### src/rtl/dvbs2x_tx_symb_rate_switch_ctrl.sv
// Run-time symbol-rate switch sequencer: closes the sample handshake,
// drains the FIR, swaps symb_rate_sel, waits for settle, then reopens.
package dvbs2x_tx_symb_rate_divider_pkg;
    localparam int SYMB_RATE_SEL_NB  = 2;
    localparam int NUM_TX_SYMB_RATES = 3;
    localparam logic [SYMB_RATE_SEL_NB-1:0] TX_SYMB_RATE_QUARTER = 2'd0;
    localparam logic [SYMB_RATE_SEL_NB-1:0] TX_SYMB_RATE_HALF    = 2'd1;
    localparam logic [SYMB_RATE_SEL_NB-1:0] TX_SYMB_RATE_FULL    = 2'd2;
endpackage

module dvbs2x_tx_symb_rate_switch_ctrl
    import dvbs2x_tx_symb_rate_divider_pkg::*;
#(
    parameter logic [SYMB_RATE_SEL_NB-1:0] DEFAULT_SYMB_RATE_SEL = TX_SYMB_RATE_FULL,
    parameter int DRAIN_CYCLES  = 64,
    parameter int SETTLE_CYCLES = 64,
    parameter int CNT_NB        = 16
) (
    input  logic                        clk_sample,
    input  logic                        aresetn_sample,
    input  logic                        req_valid,
    output logic                        req_ready,
    input  logic [SYMB_RATE_SEL_NB-1:0] req_symb_rate_sel,
    input  logic                        up_tvalid,
    output logic                        up_tready,
    output logic                        core_tvalid,
    input  logic                        core_tready,
    output logic [SYMB_RATE_SEL_NB-1:0] symb_rate_sel,
    output logic                        dac_mute,
    output logic                        busy,
    output logic [7:0]                  switch_count,
    output logic                        err_invalid_sel,
    input  logic                        err_clear
);

    if (DRAIN_CYCLES < 1) begin : g_bad_drain
        $fatal(1, "DRAIN_CYCLES must be >= 1");
    end
    if (SETTLE_CYCLES < 1) begin : g_bad_settle
        $fatal(1, "SETTLE_CYCLES must be >= 1");
    end
    if ((64'(1) << CNT_NB) <= 64'(DRAIN_CYCLES) ||
        (64'(1) << CNT_NB) <= 64'(SETTLE_CYCLES)) begin : g_bad_cnt
        $fatal(1, "CNT_NB too narrow for phase lengths");
    end

    typedef enum logic [1:0] {
        S_RUN,
        S_DRAIN,
        S_SWITCH,
        S_SETTLE
    } state_t;

    state_t                      state;
    logic [CNT_NB-1:0]           cnt;
    logic [SYMB_RATE_SEL_NB-1:0] pend_sel;
    logic [1:0]                  rst_sync;
    logic                        rst_n;
    logic                        run;
    logic                        req_acc;
    logic                        req_bad;

    // Reset asserts asynchronously but releases on a clock edge.
    always_ff @(posedge clk_sample or negedge aresetn_sample) begin
        if (!aresetn_sample) rst_sync <= 2'b00;
        else                 rst_sync <= {rst_sync[0], 1'b1};
    end
    assign rst_n = rst_sync[1];

    assign run         = (state == S_RUN);
    assign req_ready   = run & rst_n;
    assign req_acc     = req_valid & req_ready;
    assign req_bad     = int'(req_symb_rate_sel) >= NUM_TX_SYMB_RATES;
    assign core_tvalid = run & up_tvalid;
    assign up_tready   = run & core_tready;

    always_ff @(posedge clk_sample or negedge rst_n) begin
        if (!rst_n) begin
            state           <= S_RUN;
            cnt             <= '0;
            pend_sel        <= DEFAULT_SYMB_RATE_SEL;
            symb_rate_sel   <= DEFAULT_SYMB_RATE_SEL;
            dac_mute        <= 1'b0;
            busy            <= 1'b0;
            switch_count    <= 8'd0;
            err_invalid_sel <= 1'b0;
        end else begin
            if (req_acc && req_bad)  err_invalid_sel <= 1'b1;
            else if (err_clear)      err_invalid_sel <= 1'b0;

            unique case (state)
                S_RUN: begin
                    if (req_acc && !req_bad &&
                        req_symb_rate_sel != symb_rate_sel) begin
                        pend_sel <= req_symb_rate_sel;
                        cnt      <= CNT_NB'(DRAIN_CYCLES - 1);
                        state    <= S_DRAIN;
                        busy     <= 1'b1;
                        dac_mute <= 1'b1;
                    end
                end
                S_DRAIN: begin
                    if (cnt == '0) state <= S_SWITCH;
                    else           cnt   <= cnt - 1'b1;
                end
                S_SWITCH: begin
                    symb_rate_sel <= pend_sel;
                    cnt           <= CNT_NB'(SETTLE_CYCLES - 1);
                    state         <= S_SETTLE;
                end
                S_SETTLE: begin
                    if (cnt == '0) begin
                        state        <= S_RUN;
                        busy         <= 1'b0;
                        dac_mute     <= 1'b0;
                        switch_count <= switch_count + 8'd1;
                    end else begin
                        cnt <= cnt - 1'b1;
                    end
                end
                default: state <= S_RUN;
            endcase
        end
    end

endmodule

### config.mk
export PLATFORM = sky130hd
export DESIGN_NAME = dvbs2x_tx_symb_rate_switch_ctrl
export DESIGN_NICKNAME = d
export VERILOG_FILES = /design/src/rtl/dvbs2x_tx_symb_rate_switch_ctrl.sv
export SDC_FILE = /design/constraint.sdc
export NUM_CORES = 1
export LEC_CHECK = 0
export CORE_MARGIN = 2
export CORE_UTILIZATION = 49
export DETAILED_ROUTE_END_ITERATION = 10
export PLACE_DENSITY = 0.78
export SETUP_SLACK_MARGIN = 0.3
export SLEW_MARGIN = 5
export SYNTH_ARGS = -nofsm -noshare
export SYNTH_HDL_FRONTEND = slang
export SYNTH_SLANG_ARGS = --single-unit
### constraint.sdc
create_clock -name clk_sample -period 1.5 [get_ports clk_sample]
set_input_delay 0.3 -clock clk_sample [delete_from_list [all_inputs] [get_ports clk_sample]]
set_output_delay 0.3 -clock clk_sample [all_outputs]
set_load 0.01 [all_outputs]
Word-level counts from Yosys, hierarchy flattened
Cells that the tools add are included.
{"block": "classes", "muxes": 12, "n_div": 0, "shifts": 0, "n_lt_le_gt_ge": 1, "n_bitwise": 4, "eq_ne": 8, "n_mul": 0, "n_addsub": 2, "reduce_logical": 14}
{"cell": "$pmux W16 S3", "count": 1}
{"cell": "$mux W16", "count": 2}
{"cell": "$logic_not A16 Y1", "count": 1}
{"cell": "$sub A16 B1 Y16 const B", "count": 1}
{"cell": "$add A8 B1 Y8 const B", "count": 1}
{"cell": "$pmux W2 S4", "count": 1}
{"cell": "$mux W2", "count": 3}
{"cell": "$ne A2 B2 Y1 const B", "count": 3}
{"cell": "$reduce_and A2 Y1", "count": 3}
{"cell": "$reduce_and A3 Y1", "count": 2}
{"cell": "$and A1 B1 Y1", "count": 4}
{"cell": "$eq A2 B2 Y1 const B", "count": 2}
{"cell": "$mux W1", "count": 4}
{"cell": "$reduce_bool A2 Y1", "count": 2}
{"cell": "$logic_and A1 B1 Y1", "count": 3}
{"cell": "$eq A2 B1 Y1 const B", "count": 1}
{"cell": "$ge A2 B2 Y1 const B", "count": 1}
{"cell": "$logic_not A2 Y1", "count": 1}
{"cell": "$ne A2 B1 Y1 const B", "count": 1}
{"cell": "$ne A2 B2 Y1", "count": 1}
{"cell": "$pmux W1 S2", "count": 1}
{"cell": "$reduce_or A2 Y1", "count": 1}
{"cell": "$logic_not A1 Y1", "count": 1}
{"block": "word_totals", "reg_bits": 34, "mem_count": 0, "ram_bits": 0, "word_cells": 49, "romBits": 0, "output_inout_bits": 16, "latch_bits": 0}

Longest topological paths before layout
{"block": "logic_depth", "ltp_word": 7, "mapped_depth": 8, "ltp_nobuf": 7}

Worst setup path after synthesis
OpenSTA, ideal clock, no wires.
{"block": "synth_path", "kind": "register -> register", "from": "reg rst_sync[1]", "to": "reg cnt[0]", "required_time_ns": 1.375, "synth_period_minus_slack_ns": 2.409, "path_slack_ns": -0.909, "arrival_ns": 2.285, "path_stages_with_launch": 6, "path_cell_list": "dfrtp_1 -> nand3_1 -> or2_1 -> o221a_2 -> a21oi_1 -> mux2_2"}
{"block": "synth_via", "elab_chain_cells": 6}
{"item": "start, declared", "line_no": "57", "rtl": "logic [1:0] rst_sync;"}
{"item": "start signal, assigned", "line_no": "66", "rtl": "else rst_sync <= {rst_sync[0], 1'b1};"}
{"item": "$and A1 B1 Y1", "line_no": "71", "rtl": "assign req_ready = run & rst_n;"}
{"item": "$and A1 B1 Y1", "line_no": "72", "rtl": "assign req_acc = req_valid & req_ready;"}
{"item": "$logic_and A1 B1 Y1 (2 in a row)", "line_no": "93", "rtl": "if (req_acc && !req_bad &&"}
{"item": "$ne A2 B1 Y1 (no source line)"}
{"item": "$reduce_and A2 Y1 (no source line)"}
{"item": "end signal, assigned", "line_no": "96", "rtl": "cnt <= CNT_NB'(DRAIN_CYCLES - 1);"}
{"item": "end signal, assigned", "line_no": "104", "rtl": "else cnt <= cnt - 1'b1;"}
{"item": "end signal, assigned", "line_no": "108", "rtl": "cnt <= CNT_NB'(SETTLE_CYCLES - 1);"}
{"item": "end, declared", "line_no": "55", "rtl": "logic [CNT_NB-1:0] cnt;"}
No other way between the ends.
A chain may end at the register's enable or synchronous reset.

Final worst setup path
{"block": "layout_path", "from": "reg state[1]", "to": "reg cnt[7]"}
{"block": "layout_via", "elab_chain_cells": 7, "elab_cells_between_ends": 13}
{"item": "start, declared", "line_no": "54", "rtl": "state_t state;"}
{"item": "start signal, assigned", "line_no": "79", "rtl": "state <= S_RUN;"}
{"item": "start signal, assigned", "line_no": "97", "rtl": "state <= S_DRAIN;"}
{"item": "start signal, assigned", "line_no": "103", "rtl": "if (cnt == '0) state <= S_SWITCH;"}
{"item": "$logic_not A2 Y1", "line_no": "70, 91"}
{"item": "$and A1 B1 Y1", "line_no": "71"}
{"item": "$and A1 B1 Y1", "line_no": "72"}
{"item": "$logic_and A1 B1 Y1 (2 in a row)", "line_no": "93"}
{"item": "$ne A2 B1 Y1 (no source line)"}
{"item": "$reduce_and A2 Y1 (no source line)"}
Parallel ways exist; a longest one is shown, timed or not.

==> flow_summary.yaml <==
outcome:
  outcome: "finished, violations left"
  violations: "setup timing"
global_routing:
  antenna_found_initial: 0
  grt_pass1_vias: 2278
  globalRouteOverflowTotal: 0
  grtUsageTotal: 0.3479
  grt_first_pass_wirelength_um: 11160
  grt_max_degree: 19
layout:
  area_growth_pct: 78.44
  drive_above_1_share: 0.5912
  finalNetCount: 332
  diodes: 0
synthesis:
  synth.avg_cell_area_um2: 9.643
  synth.area.top_cells: "dfrtp_1, o21ai_0, ha_1"
  synth_top_cell_area_share: 0.4194
  synthTopCellsByCount: "dfrtp_1, nand2_1, o21ai_0"
  synth-seq-area-share: 0.4469
  synth_cell_types: 53
  synthCells: 198
  synth-edff-count: 0
  ys_ff_latch: 34
  syn_area_um2: 1909
  synth.largest_area_cell: "dfrtp_1"
  synth-async-reset-ratio: 1.000
  yosys_warnings: 0
  syn_nets: 213
  yosys_most_used_dff: "dfrtp_1"
  synth.most_common_cell: "dfrtp_1"
timing:
  max_freq_mhz: 455.3
  worst_pin_slew_ns: 0.5660
  setup_ws_ns: -0.6962
  rsz0062_at_grt: "true"
  final-hold-violation-count: 0
  setup_violations: 32
  period_share: 1.464
  min_period_ns: 2.196
  skew_ns: 0.006944
  maxSlewHeadroom: 0.6178
  drv_slew: 0
  finalSetupTns_ns: -13.48
detailed_routing:
  wl_met1_um: 3046
  wl_um: 8654
  final_antenna_net_count: 0
  wl_per_cell_um: 23.64
  wl_met3_um: 853
  drc: 0
  first_iter_violations: 402
  drtPass1Iterations: 6
  top_layer_used: "met4"
  wl_met2_um: 4182
  avgViaCountPerCell: 6.514
  vias: 2384
clocking:
  clkLatencyLatePin_ns: 0.32
  cts-hold-fix-buffers: 0
  cts_max_level: 2
  numCtsBuffers: 5
  clock-sinks: 34
  cts_tree: "done"
  clockBufferDepth: 2
  path_clk_slew_ns: 0.08
  clock_tree.root_cell: "clkbuf_8"
floorplanning:
  row_count: 22
  core_um2: 3716
  die-area_um2: 4412
  die_x_um: 66.42
  start_util: 0.5138
  die_h_um: 66.42
  ios: 24
power:
  vdd_drop_max_v: 0.0006849
  comb_power_share: 0.030
  seqPwrFrac: 0.446
  switching_share: 0.2222
  powerDensity_nw_per_um2: 609.7
  p_sw_uw: 461.6
  leakage_uw: 0.001576
  p_int_uw: 1616
  clock_power_share: 0.524
critical_path:
  critical_path.max_stage_delay_ns: 0.57
  crit_type: "reg -> reg"
  cpMaxStageDelayCell: "o41ai_1"
  critPathCaptureType: "flip-flop"
  crit_fanout: 7
  reg2reg_slack_ns: -0.70
  cp.required_ns: 1.65
  path_cells: "inv_2, ha_4, nand3_2, or2_4, o221ai_4, nand2_4, o41ai_1"
  regToRegEndpoint: "cnt[7]"
  crit_start: "state[1]"
  r2r_start: "state[1]"
  cp.depth: 7
  crit_path_end: "cnt[7]"
  worstRegToRegCells: 7
  crit_family: "compound AO/OA/AOI/OAI gates"
  cp.arrival_ns: 2.35
  critical_path_buf_inv_count: 1
  start_kind: "flip-flop"
place:
  gp_congestion: 0.8984
  io_buffers: 23
  dpl.hpwl_um: 3866
  pre_cts_slack_ns: -0.5389
job:
  drv_cap: 0
worst_hold_path:
  hold_class: "in -> async"
-- logic make-up after synthesis --
logic type	synth area share
compound gates	0.1959
other cells	0.001964
flops	0.4469
buf+inv	0.03407
mux	0.02293
fa+ha+maj	0.04587
xor+xnor	0.03211
simple gates	0.2202
-- sequential cells by signal, indices dropped and copies added (netlist names) --
signal and flops:
busy 1, cnt 16, err_invalid_sel 1, pend_sel 2, rst_sync 2, state 2, switch_count 8, symb_rate_sel 2
-- routing by layer --
layer / up-vias / GRT usage
li1: 964 / -
met1: 1136 / 0.3747
met2: 215 / 0.6375
met3: 69 / 0.08177
met4: 0 / 0.1556
met5: - / 0
-- placed cells by master, fill, tap and decap left out, types with 5 or more instances in the layout --
cell type,Yosys,routed
nand3_1,11,6
dfrtp_1,32,30
xor2_1,5,5
buf_2,1,10
clkdlybuf4s50_1,0,7
buf_4,1,69
and2_4,0,5
clkbuf_8,0,5
o21ai_0,18,5
nand2_1,21,15
buf_6,1,31
nor2_1,13,8
inv_1,9,7
a21oi_1,8,5
o21ai_1,1,5
o21ai_2,0,7
-- power groups by stage --
| stage | Combinational (uW) | Sequential, uW | Clock (uW) |
|---|---|---|---|
| 2_1_floorplan | 3.28 | 954 | 0 |
| 6_report | 62.0 | 926 | 1090 |
| 4_1_cts | 60.0 | 925 | 1040 |
| 3_5_place_dp | 56.1 | 943 | 0 |
| 5_1_grt | 67.3 | 926 | 1130 |
| 3_3_place_gp | 54.8 | 943 | 0 |
-- worst min-delay path by stage --
stage	slack, ns	cells past startpoint	end
floorplan	0.004	0	rst_sync[0]
global placement	0.30	1	pend_sel[0]
detailed placement	0.31	1	pend_sel[0]
CTS	0.16	1	rst_sync[1]
global route	0.15	1	rst_sync[0]
finish	0.14	1	rst_sync[0]
-- through the flow --
| step | utilization | instances | hold slack (ns) | power (uW) | cell area (um^2) |
|---|---|---|---|---|---|
| 2_1_floorplan | - | 198 | 0.004409 | 956.9 | 2016 |
| 3_3_place_gp | 0.7492 | 332 | 0.3008 | 997.4 | 2784 |
| 3_5_place_dp | 0.7492 | 332 | 0.3051 | 998.8 | 2784 |
| 4_1_cts | 0.8394 | 356 | 0.1610 | 2027 | 3119 |
| 5_1_grt | 0.9168 | 366 | 0.1506 | 2119 | 3407 |
| 6_report | 0.9168 | 366 | 0.1378 | 2077 | 3407 |
-- cell type report --
class / count / area (um^2)
multi-input cells: 150 / 1330
clock inverters: 3 / 68.82
clock buffers: 5 / 68.82
repair buffers: 117 / 987.2
flip-flops and latches: 34 / 858.3
fillers: 125 / 309.0
inverters: 9 / 33.78
well taps: 48 / 60.06
-- timing repair --
action | in CTS | in global routing
pin swaps | 17 | 21
gates resized for setup | 112 | 46
endpoints found under the setup margin | 46 | 38
buffers inserted | 16 | 10
No activity file was read; power rests on OpenSTA's default activity.
